$ cat src/rtl/regfile_mp.sv
// regfile_mp: multi-read, dual-write register file with forwarding, scoreboard and clear sweep
module regfile_mp #(
  parameter int WORDLENGTH         = 32,
  parameter int REG_FILE_SIZE      = 32,
  parameter int REG_ADDRESS_LENGTH = 5,
  parameter int NUM_RD             = 2,
  parameter bit BYPASS             = 1'b1
) (
  input  logic                                 clk,
  input  logic                                 reset,
  input  logic                                 clear_req,
  output logic                                 ready,
  input  logic [NUM_RD*REG_ADDRESS_LENGTH-1:0] rd_addr,
  output logic [NUM_RD*WORDLENGTH-1:0]         rd_data,
  output logic [NUM_RD-1:0]                    rd_busy,
  input  logic                                 wr0_en,
  input  logic [REG_ADDRESS_LENGTH-1:0]        wr0_addr,
  input  logic [WORDLENGTH-1:0]                wr0_data,
  input  logic                                 wr1_en,
  input  logic [REG_ADDRESS_LENGTH-1:0]        wr1_addr,
  input  logic [WORDLENGTH-1:0]                wr1_data,
  input  logic                                 rsv_en,
  input  logic [REG_ADDRESS_LENGTH-1:0]        rsv_addr,
  output logic                                 err_addr
);
  localparam int AW = REG_ADDRESS_LENGTH;
  typedef enum logic {IDLE = 1'b0, CLEAR = 1'b1} state_t;
  state_t                  state_q, state_d;
  logic [AW-1:0]           cnt_q, cnt_d;
  logic [REG_FILE_SIZE-1:0] pend_q, pend_d;
  logic [WORDLENGTH-1:0]   mem_q [REG_FILE_SIZE];
  logic                    err_q, err_d;
  logic                    acc, wr0_ok, wr1_ok, rsv_ok;
  logic [NUM_RD-1:0]       rd_bad;

  function automatic logic in_range(input logic [AW-1:0] a);
    return int'(a) < REG_FILE_SIZE;
  endfunction

  function automatic logic usable(input logic [AW-1:0] a);
    return in_range(a) && a != '0;
  endfunction

  // Accesses only take effect in IDLE when no clear is being requested; r0 is never a target.
  assign acc    = state_q == IDLE && !clear_req;
  assign wr0_ok = acc && wr0_en && usable(wr0_addr);
  assign wr1_ok = acc && wr1_en && usable(wr1_addr);
  assign rsv_ok = acc && rsv_en && usable(rsv_addr);
  assign ready  = state_q == IDLE;
  assign err_addr = err_q;

  for (genvar k = 0; k < NUM_RD; k++) begin : g_rd
    logic [AW-1:0] a;
    logic          ok, h0, h1;
    assign a         = rd_addr[k*AW +: AW];
    assign ok        = state_q == IDLE && usable(a);
    assign h0        = BYPASS && wr0_ok && wr0_addr == a;
    assign h1        = BYPASS && wr1_ok && wr1_addr == a;
    assign rd_bad[k] = !in_range(a);
    assign rd_data[k*WORDLENGTH +: WORDLENGTH] = !ok ? '0 : h1 ? wr1_data : h0 ? wr0_data : mem_q[a];
    assign rd_busy[k] = ok && ((h0 || h1) ? (rsv_ok && rsv_addr == a) : pend_q[a]);
  end

  // Sweep FSM: clear_req in IDLE starts a sweep at index 0, last index returns to IDLE.
  always_comb begin
    state_d = state_q;
    cnt_d   = cnt_q;
    if (state_q == IDLE) begin
      if (clear_req) begin
        state_d = CLEAR;
        cnt_d   = '0;
      end
    end else if (int'(cnt_q) == REG_FILE_SIZE - 1) begin
      state_d = IDLE;
      cnt_d   = '0;
    end else begin
      cnt_d = cnt_q + 1'b1;
    end
  end

  // Scoreboard next state: writes clear, a same-cycle reservation wins; the sweep clears one bit per cycle.
  always_comb begin
    pend_d = pend_q;
    if (state_q == CLEAR) begin
      pend_d[cnt_q] = 1'b0;
    end else begin
      for (int i = 0; i < REG_FILE_SIZE; i++) begin
        if ((wr0_ok && int'(wr0_addr) == i) || (wr1_ok && int'(wr1_addr) == i)) pend_d[i] = 1'b0;
        if (rsv_ok && int'(rsv_addr) == i) pend_d[i] = 1'b1;
      end
    end
    pend_d[0] = 1'b0;
  end

  // Address error flag covers enabled writes/reservations and every read port.
  always_comb begin
    err_d = (wr0_en && !in_range(wr0_addr)) || (wr1_en && !in_range(wr1_addr)) ||
            (rsv_en && !in_range(rsv_addr)) || (|rd_bad);
  end

  // Control state with asynchronous reset that restarts the sweep.
  always_ff @(posedge clk or negedge reset) begin
    if (!reset) begin
      state_q <= CLEAR;
      cnt_q   <= '0;
      pend_q  <= '0;
      err_q   <= 1'b0;
    end else begin
      state_q <= state_d;
      cnt_q   <= cnt_d;
      pend_q  <= pend_d;
      err_q   <= err_d;
    end
  end

  // Storage has no reset; it is zeroed by the sweep, and wr1 is applied last so it wins.
  always_ff @(posedge clk) begin
    if (state_q == CLEAR) begin
      mem_q[cnt_q] <= '0;
    end else begin
      if (wr0_ok) mem_q[wr0_addr] <= wr0_data;
      if (wr1_ok) mem_q[wr1_addr] <= wr1_data;
    end
  end
endmodule

$ cat config.mk
export PLATFORM = sky130hd
export DESIGN_NAME = regfile_mp
export DESIGN_NICKNAME = d
export VERILOG_FILES = /design/src/rtl/regfile_mp.sv
export SDC_FILE = /design/constraint.sdc
export NUM_CORES = 2
export LEC_CHECK = 0
export ABC_CLOCK_PERIOD_IN_PS = 4350
export CORE_MARGIN = 2
export CORE_UTILIZATION = 40
export CTS_BUF_LIST = sky130_fd_sc_hd__clkbuf_8
export DETAILED_ROUTE_END_ITERATION = 8
export DONT_BUFFER_PORTS = 1
export SETUP_SLACK_MARGIN = 0.1
export SLEW_MARGIN = 20
export SYNTH_ARGS = -nofsm -noshare
export SYNTH_HDL_FRONTEND = slang
export SYNTH_SLANG_ARGS = --single-unit
$ cat constraint.sdc
create_clock -name clk -period 4.35 [get_ports clk]
set_input_delay 0.435 -clock clk [delete_from_list [all_inputs] [get_ports clk]]
set_output_delay 0.435 -clock clk [all_outputs]
set_load 0.005 [all_outputs]
# After elaboration in Yosys (flattened, before gate mapping)
# Memory sizes are Yosys's and may differ from the RTL's.
# Cells that the tools add are included.
# totals
mem_count,1
ramBits,1024
in_bits,95
ff_bits,37
# memory_table
memory,depth,word_bits,rd,rd_ports_with_merged_regs,wr,line,source
mem_q,32,32,2,0,2,31,logic [WORDLENGTH-1:0] mem_q [REG_FILE_SIZE];
# op_classes
add_sub_neg,1
bitwise_logic,3
n_eq_ne,100
order_cmp,4
reduce_logical,185
mux,95
# ops
operator,count
$mux W32,8
$eq A5 B5 Y1 const B,48
$eq A5 B4 Y1 const B,24
$logic_and A1 B1 Y1,112
$reduce_bool A3 Y1,31
$mux W1,80
$eq A5 B3 Y1 const B,12
$logic_or A1 B1 Y1,33
$and A32 B32 Y32,1
$not A32 Y32,1
$reduce_or A32 Y1,1
$eq A5 B2 Y1 const B,6
$eq A5 B5 Y1,6
$reduce_bool A5 Y1,5
$eq A5 B1 Y1 const B,4
$mux W5,4
$lt A5 B6 Y1 const B,3
$bmux W1 S5,2
$add A5 B1 Y5 const B,1
$demux W1 S5,1
$ge A5 B1 Y1 const B,1
$logic_not A5 Y1,1
$reduce_bool A2 Y1,1
$logic_not A1 Y1,1
$not A1 Y1,1

# Depth between registers and ports, before layout
# logic_depth
depth_word,9
ltp_mapped,10
depth_no_buf,6

# Worst setup path before layout
# Ideal clock, no wire load.
# synth_path
path_type,input port to flip-flop
start,input port wr0_addr[0]
end,memory mem_q[5][0] (enable)
t_arrival_ns,4.112
setup_time_ns,0.466
setup_slack_ns,-0.228
n_path_buf,3
t_required_ns,3.884
stages,9
cell_sequence,buf_2 > nor3_4 > a21oi_4 > buf_2 > buf_4 > or3_1 > o31ai_1 > nand2_1 > o21ai_0
# synth_rtl
element,line,source
"start, declared",17,"input logic [REG_ADDRESS_LENGTH-1:0] wr0_addr,"
"end, declared",31,

# Final worst setup path
# layout_path
start,register state_q
end,output port rd_data[14]
# layout_via
elab_chain_cells,8
elab_cells_between_ends,12
# layout_rtl
element,line,source
"start, declared",28,"state_t state_q, state_d;"
"start signal, assigned",109,state_q <= state_d;
$not A1 Y1 *,--,
$logic_and A1 B1 Y1,45,assign acc = state_q == IDLE && !clear_req;
$logic_and A1 B1 Y1 (2 in a row),46,assign wr0_ok = acc && wr0_en && usable(wr0_addr);
$logic_and A1 B1 Y1,57,assign h0 = BYPASS && wr0_ok && wr0_addr == a;
$mux W32 (2 in a row),60,assign rd_data[k*WORDLENGTH +: WORDLENGTH] = !ok ? '0 : h1 ? wr1_data : h0 ? wr0_data : mem_q[a];
$mux W32 *,60,
"end, declared",14,"output logic [NUM_RD*WORDLENGTH-1:0] rd_data,"
# Mark *: on every way between the ends. The rest lies on a longest branch, timed or not.

==> summary.txt <==
CTS
  – Insertion delay to the later sink of the worst-skew pair: 0.95 ns
  – # clock sinks: 1,061
  – Clock root cell: clkbuf_8
  – TritonCTS clock tree: done
  – TritonCTS buffer count: 173
  – Reg clk slew, reported paths: 0.07 ns
  – H-tree depth: 4
  – Clock buffer depth: 3

Global route
  – GRT overflow: 0
  – GRT Total Usage: 29.96%
  – First-pass GRT wire length: 348,900 um
  – Pin count of the biggest net entering global routing: 272
  – Vias in the first global route: 47,390
  – Initial antenna violation count: 12

STA
  – Worst setup margin: 0.1675 ns
  – Slew @ Worst Pin: 1.132 ns
  – Final Critical Period: 4.183 ns
  – WHS: 0.06397 ns
  – Max Slew Vio Count: 0
  – Clock skew: 0.03045 ns
  – Final period util: 96.15%
  – Peak Freq: 239.1 MHz
  – RSZ-0062 raised after global routing: false
  – Fin. Hold Viols: 0
  – Rel. slew slack: 24.52%
  – Final TNS setup: 0 ns
  – Finish-stage setup viols: 0

Setup path
  – Cells along the critical path: or3b_4 -> a21o_4 -> nor3_4 -> nor3b_4 -> buf_4 -> nand2_1 -> a31oi_1
  – CP top delay family: simple AND/OR/NAND/NOR gates
  – R2R Path Start: state_q
  – Setup CP Type: reg2out
  – Max incr delay on CP: 0.84 ns
  – Crit path max fanout: 23
  – WP data required: 3.91 ns
  – Crit path max-delay cell type: dfstp_2
  – Worst reg-to-reg setup slack: 0.31 ns
  – Worst Setup End Kind: primary output
  – R2R depth: 9
  – Type of origin of the critical path: flip-flop
  – Reg-to-Reg End: mem_q[7][13]
  – Arrival time of the worst setup path: 3.75 ns
  – Critical path buffers and inverters: 1

Yosys
  – Syn avg cell area: 12.04 sq um
  – Post-synthesis sequential area ratio: 49.92%
  – Yosys top cell by area: edfxtp_1
  – Syn Nets: 5,373
  – Most common cell in the netlist: edfxtp_1
  – Netlist cell types: 71
  – Post-synth top area share: 48.45%
  – Main synth FF type: edfxtp_1
  – Cells after Synth: 5,273
  – Number of flops mapped to enable cells by yosys: 1,024
  – Yosys warns: 0
  – Async S/R FF share, synth: 3.487%
  – Synth top cells by count: 1,024 x edfxtp_1, 869 x nand2_1, 701 x o21ai_0, 405 x mux4_2, 379 x clkbuf_1
  – Top post-synthesis cells by area: edfxtp_1 48%, mux4_2 14%, mux2_2 5.7%
  – Seq cells post-synth: 1,061
  – Syn Std Cell Area: 0.06346 sq mm

Floorplanning
  – Core area: 0.1580 sq mm
  – Initial Utilization: 40.16%
  – Die ar.: 0.1619 sq mm
  – Chip width: 402.3 um
  – Chip Height: 402.3 um
  – Row cnt: 146
  – I/O pins: 163

Detailed routing
  – Routed Antenna Nets: 0
  – Via-per-instance ratio: 6.611
  – Initial DRT Pass Iterations: 8
  – Detailed router's first-iteration violation count: 6,673
  – DRC Markers: 0
  – Wire per inst: 33.57 um
  – Via count: 48,740
  – Total Wirelength: 247,500 um

Layout
  – Fill cell count: 14,150
  – Area Growth Syn to Fin: 11.48%
  – Fraction of layout instances using a drive strength above 1: 24.29%
  – Final Util: 44.77%
  – Final nets: 5,256
  – Final std cells w/o fill: 7,372

Min path
  – Beginning of the worst hold path: wr0_addr[0]
  – Hold Path Cell Cnt: 4
  – Hold Path End: pend_q[17]
  – Hold Path Class: in2reg

Pwr
  – Pleak: 24.44 nW
  – Worst ir drop on vdd: 0.2539 mV
  – Cell Pwr Density: 385.6 mW/mm^2

Place
  – GPL Wtd Cong: 0.9207
  – I/O Buffers: 0
  – # placed instances: 6,871
  – Pre-CTS setup slack: 0.6667 ns
  – Final HPWL DP: 145,200 um

Job
  – Max-Cap Viols: 0

Run status
  – Status: finished clean
routing by layer:
layer  wire [um]  global-route usage, %
met1       84700                  35.80
met2      117600                  49.14
met3       27730                  6.975
met4       17450                  18.33
met5          23                      0
what timing repair did:
item / CTS / global route
endpoints found under the hold margin: 1072 / 0
hold buffers: 158 / 0
cloned: 2 / 0
endpoints found under the setup margin: 54 / 8
setup buffers: 15 / 5
gates resized for setup: 7 / 4
pin swaps: 5 / 2
through the flow:
stage               total power [mW]  instance area, sq um
floorplan                      16.50                 63460
detailed placement             18.42                 65450
global placement               18.31                 65400
global route                   27.93                 70740
CTS                            27.08                 70660
finish                         27.28                 70750
final cells by class:
| class | instances | area (sq um) | share of cell area, % |
|---|---|---|---|
| clock buffers | 179 | 2464 | 3.482 |
| multi-input cells | 3525 | 29500 | 41.70 |
| repair buffers | 354 | 3657 | 5.169 |
| clock inverters | 134 | 689.4 | 0.9744 |
| diodes | 6 | 15.01 | 0.02122 |
| well taps | 2072 | 2592 | 3.664 |
| inverters | 41 | 153.9 | 0.2175 |
| flip-flops and latches | 1061 | 31680 | 44.77 |
cell families after synthesis:
kind of cell               count (synthesis)  synth area share (%)
DFF                                     1061                 49.92
muxes                                   1015                 24.63
and+or+nand+nor                         1142                 7.628
adders and majority gates                  5               0.09858
xor gates and xnor gates                  32                0.4416
buffers and inverters                    688                 4.740
AOI/OAI and AO/OA                       1329                 12.54
other                                      1              0.005909
registers in the layout, indices dropped and copies added (netlist names):
signal,flops
state_q,1
cnt_q,5
mem_q,1024
pend_q,31
tightest hold or removal path, delay by kind of cell:
kind             cells  cell delay (ns)
AND/OR/NAND/NOR      2             0.26
AO/OA/AOI/OAI        2             0.24
cell usage in the layout, fill, tap and decap left out, types with 19 or more instances in the layout:
master,netlist,routed
edfxtp_1,1024,1024
nand2_1,869,859
o21ai_0,701,694
mux4_2,405,405
mux2_2,323,323
mux2i_1,287,287
clkbuf_8,0,179
buf_4,40,165
a22oi_1,164,164
a21oi_1,151,147
dlygate4sd3_1,0,124
inv_1,40,91
nand2b_1,76,76
a31oi_1,52,52
clkinv_1,1,52
buf_12,0,51
o22ai_1,66,50
nor2_1,64,43
nor2b_1,45,39
a211oi_1,37,37
dfrtp_1,36,36
a211o_1,32,32
a32oi_1,34,32
a311oi_1,31,29
nor2_4,0,22
nand3_1,21,20
o221ai_1,19,19
power by group:
group          internal [mW]  total, mW  switching, mW
combinational           2.23       5.89           3.66
clock                   4.06       8.39           4.33
sequential              12.5       13.0          0.540
total                   18.7       27.3           8.53
how the worst max path moves through the flow:
stage,startpoint,endpoint,slack (ns),cells past startpoint
final,state_q,rd_data[14],0.17,7
after CTS,state_q,rd_busy[1],0.15,6
after detailed placement,state_q,mem_q[2][22],0.67,7
after global placement,state_q,mem_q[11][11],0.53,8
after floorplan,wr0_addr[0],mem_q[5][0],-0.23,9
after global routing,state_q,rd_data[41],0.15,9
Power figures use the tool's default switching activity.
